<file path="src/rtl/norm_round_pipe_mvp.sv">
// norm_round_pipe_mvp: pipelined normalise/round/pack stage producing an IEEE-754 result and fflags for the div/sqrt unit.
module norm_round_pipe_mvp #(
   parameter int EXP_BITS   = 11,
   parameter int MANT_BITS  = 52,
   parameter int NUM_STAGES = 2,
   parameter int TAG_W      = 4
) (
   input  logic                            Clk_CI,
   input  logic                            Rst_RBI,
   input  logic                            In_valid_SI,
   output logic                            In_ready_SO,
   input  logic                            Kill_SI,
   input  logic [MANT_BITS+4:0]            Mant_in_DI,
   input  logic [EXP_BITS+1:0]             Exp_in_DI,
   input  logic                            Sign_in_DI,
   input  logic [1:0]                      Class_in_DI,
   input  logic                            NV_in_SI,
   input  logic                            DZ_in_SI,
   input  logic [2:0]                      RM_SI,
   input  logic [TAG_W-1:0]                Tag_in_DI,
   output logic                            Out_valid_SO,
   input  logic                            Out_ready_SI,
   output logic [EXP_BITS+MANT_BITS:0]     Result_DO,
   output logic [4:0]                      Fflags_SO,
   output logic [TAG_W-1:0]                Tag_out_DO
);
   localparam int E  = EXP_BITS;
   localparam int M  = MANT_BITS;
   localparam int EW = E + 3;
   localparam int XW = 2 * M + 8;

   typedef struct packed {
      logic             sign;
      logic [1:0]       cls;
      logic             nv, dz;
      logic [2:0]       rm;
      logic [TAG_W-1:0] tag;
      logic [M:0]       sig;
      logic             g, s, sub;
      logic [E+1:0]     eb;
   } norm_t;

   typedef struct packed {
      logic             sign;
      logic [1:0]       cls;
      logic             nv, dz;
      logic [2:0]       rm;
      logic [TAG_W-1:0] tag;
      logic [M-1:0]     frac;
      logic [E-1:0]     eo;
      logic             ovf, uf, nx;
   } rnd_t;

   logic                en, v1, v2, sub, big, gs, up, maxf;
   logic [M+4:0]        mn;
   logic signed [EW-1:0] e, sh;
   logic [XW-1:0]       shx;
   logic [M+1:0]        sr;
   logic [E+1:0]        eo;
   logic [E+M:0]        res;
   logic [4:0]          fl;
   norm_t               na, nq;
   rnd_t                ra, rq;

   assign en          = ~Out_valid_SO | Out_ready_SI;
   assign In_ready_SO = en;

   // Subnormals keep the shifted-out bits below the significand so guard/sticky stay exact.
   always_comb begin
      mn        = Mant_in_DI[M+4] ? Mant_in_DI : Mant_in_DI << 1;
      e         = {Exp_in_DI[E+1], Exp_in_DI} - EW'(!Mant_in_DI[M+4]);
      sub       = e[EW-1] | ~|e;
      sh        = EW'(1) - e;
      big       = sub & (sh > EW'(M + 2));
      shx       = {mn, {(M+3){1'b0}}} >> (sub ? sh : EW'(0));
      na.sign   = Sign_in_DI;
      na.cls    = Class_in_DI;
      na.nv     = NV_in_SI;
      na.dz     = DZ_in_SI;
      na.rm     = RM_SI;
      na.tag    = Tag_in_DI;
      na.sig    = big ? '0 : shx[XW-1 -: M+1];
      na.g      = ~big & shx[M+6];
      na.s      = big ? |Mant_in_DI : |shx[M+5:0];
      na.sub    = sub;
      na.eb     = sub ? '0 : e[E+1:0];
   end

   generate
      if (NUM_STAGES >= 2) begin : g_s1
         always_ff @(posedge Clk_CI or negedge Rst_RBI)
            if (!Rst_RBI) begin
               v1 <= 1'b0;
               nq <= '0;
            end else if (Kill_SI) v1 <= 1'b0;
            else if (en) begin
               v1 <= In_valid_SI;
               nq <= na;
            end
      end else begin : g_s1c
         assign v1 = In_valid_SI;
         assign nq = na;
      end
   endgenerate

   // A carry out of a normal significand bumps the exponent; a subnormal reaching 1.0 gets exponent 1.
   always_comb begin
      gs      = nq.g | nq.s;
      up      = nq.rm == 3'd1 ? 1'b0 :
                nq.rm == 3'd2 ? gs & ~nq.sign :
                nq.rm == 3'd3 ? gs & nq.sign :
                nq.rm == 3'd4 ? nq.g : nq.g & (nq.s | nq.sig[0]);
      sr      = {1'b0, nq.sig} + (M+2)'(up);
      eo      = nq.eb + (E+2)'(nq.sub ? sr[M] : sr[M+1]);
      ra.sign = nq.sign;
      ra.cls  = nq.cls;
      ra.nv   = nq.nv;
      ra.dz   = nq.dz;
      ra.rm   = nq.rm;
      ra.tag  = nq.tag;
      ra.frac = sr[M+1] ? sr[M:1] : sr[M-1:0];
      ra.eo   = eo[E-1:0];
      ra.ovf  = eo >= {2'b00, {E{1'b1}}};
      ra.uf   = gs & nq.sub;
      ra.nx   = gs;
   end

   generate
      if (NUM_STAGES == 3) begin : g_s2
         always_ff @(posedge Clk_CI or negedge Rst_RBI)
            if (!Rst_RBI) begin
               v2 <= 1'b0;
               rq <= '0;
            end else if (Kill_SI) v2 <= 1'b0;
            else if (en) begin
               v2 <= v1;
               rq <= ra;
            end
      end else begin : g_s2c
         assign v2 = v1;
         assign rq = ra;
      end
   endgenerate

   always_comb begin
      maxf = rq.rm == 3'd1 | (rq.rm == 3'd2 & rq.sign) | (rq.rm == 3'd3 & ~rq.sign);
      res  = rq.cls == 2'b01 ? {rq.sign, {(E+M){1'b0}}} :
             rq.cls == 2'b10 ? {rq.sign, {E{1'b1}}, {M{1'b0}}} :
             rq.cls == 2'b11 ? {1'b0, {E{1'b1}}, 1'b1, {(M-1){1'b0}}} :
             !rq.ovf         ? {rq.sign, rq.eo, rq.frac} :
             maxf            ? {rq.sign, {(E-1){1'b1}}, 1'b0, {M{1'b1}}} :
                               {rq.sign, {E{1'b1}}, {M{1'b0}}};
      fl   = rq.cls != 2'b00 ? {rq.nv, rq.dz, 3'b000} :
                               {rq.nv, rq.dz, rq.ovf, rq.uf, rq.nx | rq.ovf};
   end

   always_ff @(posedge Clk_CI or negedge Rst_RBI)
      if (!Rst_RBI) begin
         Out_valid_SO <= 1'b0;
         Result_DO    <= '0;
         Fflags_SO    <= '0;
         Tag_out_DO   <= '0;
      end else if (Kill_SI) Out_valid_SO <= 1'b0;
      else if (en) begin
         Out_valid_SO <= v2;
         Result_DO    <= res;
         Fflags_SO    <= fl;
         Tag_out_DO   <= rq.tag;
      end
endmodule
</file>
<file path="config.mk">
export PLATFORM = sky130hd
export DESIGN_NAME = norm_round_pipe_mvp
export DESIGN_NICKNAME = d
export VERILOG_FILES = /design/src/rtl/norm_round_pipe_mvp.sv
export SDC_FILE = /design/constraint.sdc
export NUM_CORES = 1
export LEC_CHECK = 0
export ABC_AREA = 1
export BUFFER_PORTS_ARGS = -buffer_cell sky130_fd_sc_hd__buf_4
export CAP_MARGIN = 25
export CORE_AREA = 2 2 134 267
export DETAILED_ROUTE_END_ITERATION = 8
export DIE_AREA = 0 0 136 269
export PLACE_DENSITY_LB_ADDON = 0.3
export SLEW_MARGIN = 20
export SYNTH_ARGS = -nofsm -noshare
export SYNTH_HDL_FRONTEND = slang
export SYNTH_SLANG_ARGS = --single-unit
</file>
<file path="constraint.sdc">
create_clock -name Clk_CI -period 15.1 [get_ports Clk_CI]
set_clock_uncertainty 0.15 [all_clocks]
set_input_delay 0.755 -clock Clk_CI [delete_from_list [all_inputs] [get_ports Clk_CI]]
set_output_delay 0.755 -clock Clk_CI [all_outputs]
set_load 0.01 [all_outputs]
</file>
==> metrics.yaml <==
synth:
  synthesis.nets: 2319
  ys_ff_latch: 156
  synth_cell_types: 56
  ys_seq_area_share_pct: 28.5
  synth_warnings: 0
  synth_compound_area_share_pct: 11.0
  synth.mux.area_fraction_pct: 0
  synthXorXnorAreaFrac_pct: 2.94
  synthAdderAreaFrac_pct: 0.731
  synth_flop_cell: "dfrtp_1"
  synth_top_family_by_area: "simple AND/OR/NAND/NOR gates"
  synth_area_um2: 13700
  ys_top_cells_by_area: "dfrtp_1 (29%), nand2_1 (19%), nand3_1 (18%)"
  synth_edf_count: 0
  yosysMostFrequentCell: "nand2_1"
  synthArstFlopShare_pct: 100
  synth_top_area_share_pct: 28.5
  yosysTopAreaCell: "dfrtp_1"
  synth_common_cells: "nand2_1 (688), nand3_1 (506), inv_1 (158), dfrtp_1 (156), nor2_1 (129)"
  synth_simple_gate_area_share_pct: 47.7
  syn_avg_cell_area_um2: 6.16
  postSynthCellCount: 2224
power:
  power_mw: 1.55
  vdd_ir_drop_max_uv: 87.0
  p_leak_nw: 7.71
  p_per_area_nw_per_um2: 98.9
global_routing:
  first_global_vias: 14849
  gr-total-overflow: 0
  grt_use_total_pct: 26.8
  grt_pass1_wl_um: 77300
  grt_antenna_before_repair: 0
  grt_max_degree: 96
critical_path:
  cpMaxStageDelayCell: "nand2_1"
  critical-path-top-delay-family: "simple AND/OR/NAND/NOR gates"
  end_kind: "flop"
  crit_path_max_incr_delay_ns: 0.61
  worstRegToRegCells: 45
  path_class: "reg2reg"
  r2r_end: "Result_DO[37]"
  cp_common_cell: "inv_1"
  cp_num_cells: 45
  crit_arrival_ns: 8.83
  rrSetupSlack_ns: 6.41
  crit_buf_inv: 9
  critPathRequiredTime_ns: 15.24
  worstSetupStartpointType: "flop"
  worstPathMaxFanout: 35
  r2r-start: "nq[75]"
sta:
  worst_pin_slew_ns: 0.977
  finalSetupTns_ns: 0
  layout_setup_ws_ns: 6.41
  min_period_over_period_pct: 57.5
  slew_violations: 0
  fmax_mhz: 115
  hold_viol: 0
  slew_headroom_pct: 34.9
  period_minus_slack_ns: 8.69
  rsz0062_at_grt: "false"
  setup_viol: 0
floorplan:
  ios: 162
  fp.dieH_um: 269
  fp-row-count: 97
  die_w_um: 136
  die-area_um2: 36600
  core_area_um2: 34700
  start_util_pct: 39.5
drt:
  num_vias: 15403
  drc: 0
  drtIter0Drc: 1465
  wl_per_cell_um: 17.9
  detail-route-antenna-nets: 0
  wl_um: 49200
  vias_per_cell: 5.59
  drt_pass1_iterations: 8
clocking:
  clk_latency_ns: 0.44
  clock-root-buffer: "clkbuf_16"
  clk_pin_slew_worst_paths_ns: 0.06
  clockBufferDepth: 2
  cts_tree: "built"
  cts_hold_buf: 0
  cts.htree.levels: 4
  cts_resized: 0
  cts_sinks: 156
  cts_setup_buffers: 0
  cts_buffers: 17
final_layout:
  fin_util_pct: 45.2
  diodes: 0
  fin_nets: 2393
  multi_input_area_um2: 8580
  syn_to_final_growth_pct: 14.4
  drive_gt1_share_pct: 11.6
  fill_cells: 3751
  ff_latch_area_um2: 3900
min_path:
  hp-class: "in2async"
placement:
  gp_congestion: 0.912
  io_buffers: 161
  dp_slack_ns: 6.55
  dp_hpwl_um: 37400
run:
  maxCapViolCount: 0
status:
  outcome: "complete, no violations"
[metrics by stage]
step / instances / hold slack [ns] / cell area, um2
after global placement: 2720 / 0.305 / 15000
after floorplan: 2224 / 0.292 / 13700
final: 2754 / 0.206 / 15700
after global routing: 2754 / 0.272 / 15700
after CTS: 2752 / 0.248 / 15600
after detailed placement: 2722 / 0.310 / 15100
[where the power goes]
| part | internal [mW] | switching (mW) | leakage (nW) |
|---|---|---|---|
| Combinational | 0.201 | 0.399 | 5.38 |
| Clock | 0.250 | 0.175 | 0.279 |
| Sequential | 0.475 | 0.0495 | 2.05 |
| Total | 0.927 | 0.624 | 7.71 |
[area by class of cell]
cell class / count / share of cell area, %
tap: 445 / 3.55
sequential: 156 / 24.9
timing repair buffer: 183 / 9.11
clock buffer: 20 / 2.91
clock inverter: 10 / 0.742
multi-input combinational: 1772 / 54.7
inverter: 168 / 4.05
[layout by cell type (no fill, tap or decap), drive strengths merged]
cell,n
dfrtp,156
a21boi,1
o311ai,1
o21a,4
o211ai,6
bufinv,2
nand3b,1
and3,1
or2,4
o31ai,2
or3,1
buf,182
clkbuf,21
ha,8
o22ai,46
xnor2,1
a21o,1
a32o,1
o221ai,3
nand4,33
a22o,16
a31oi,5
xor2,45
nand2,694
o2111ai,1
nor2,145
clkinv,8
a21oi,35
inv,166
o41ai,2
o21ai,127
nor3,38
a22oi,1
nand3,512
nor4,30
o21bai,2
and2,1
clkinvlp,2
a211oi,4
[per-layer routing]
| layer | GRT usage, % | vias to the layer above | wire, um |
|---|---|---|---|
| li1 | - | 7625 | - |
| met4 | 14.4 | 0 | 2780 |
| met5 | 0 | - | 0 |
| met3 | 1.86 | 152 | 1570 |
| met1 | 29.7 | 7143 | 18400 |
| met2 | 50.1 | 483 | 26400 |
[cells by family (layout without fill, tap and decap cells)]
family                     count (synthesis)  in the layout
and+or+nand+nor                         1460           1460
buffers and inverters                    296            381
AOI/OAI and AO/OA                        258            258
DFF                                      156            156
xor gates and xnor gates                  46             46
adders and majority gates                  8              8
[sequential cells by signal, summed over array words and instances (netlist names)]
name / count
nq: 81
Result_DO: 64
Fflags_SO: 5
Tag_out_DO: 4
Out_valid_SO: 1
v1: 1
[worst register-to-register path, delay by kind of cell, from the launching register on]
family          cells  cell delay [ns]
simple gates       26             4.55
compound gates      4             0.77
buf+inv             9             1.57
xor+xnor            2             0.36
fa+ha+maj           4             0.76
flops               1             0.37
[worst max-delay path by stage]
stage	from	end	slack [ns]
finish	nq[75]	Result_DO[37]	6.41
global route	nq[75]	Result_DO[34]	5.49
CTS	nq[75]	Result_DO[37]	6.51
detailed placement	nq[75]	Result_DO[37]	6.55
global placement	nq[75]	Result_DO[37]	6.72
floorplan	nq[75]	Result_DO[10]	8.62
Note: power is estimated with default switching activity, not from simulation.
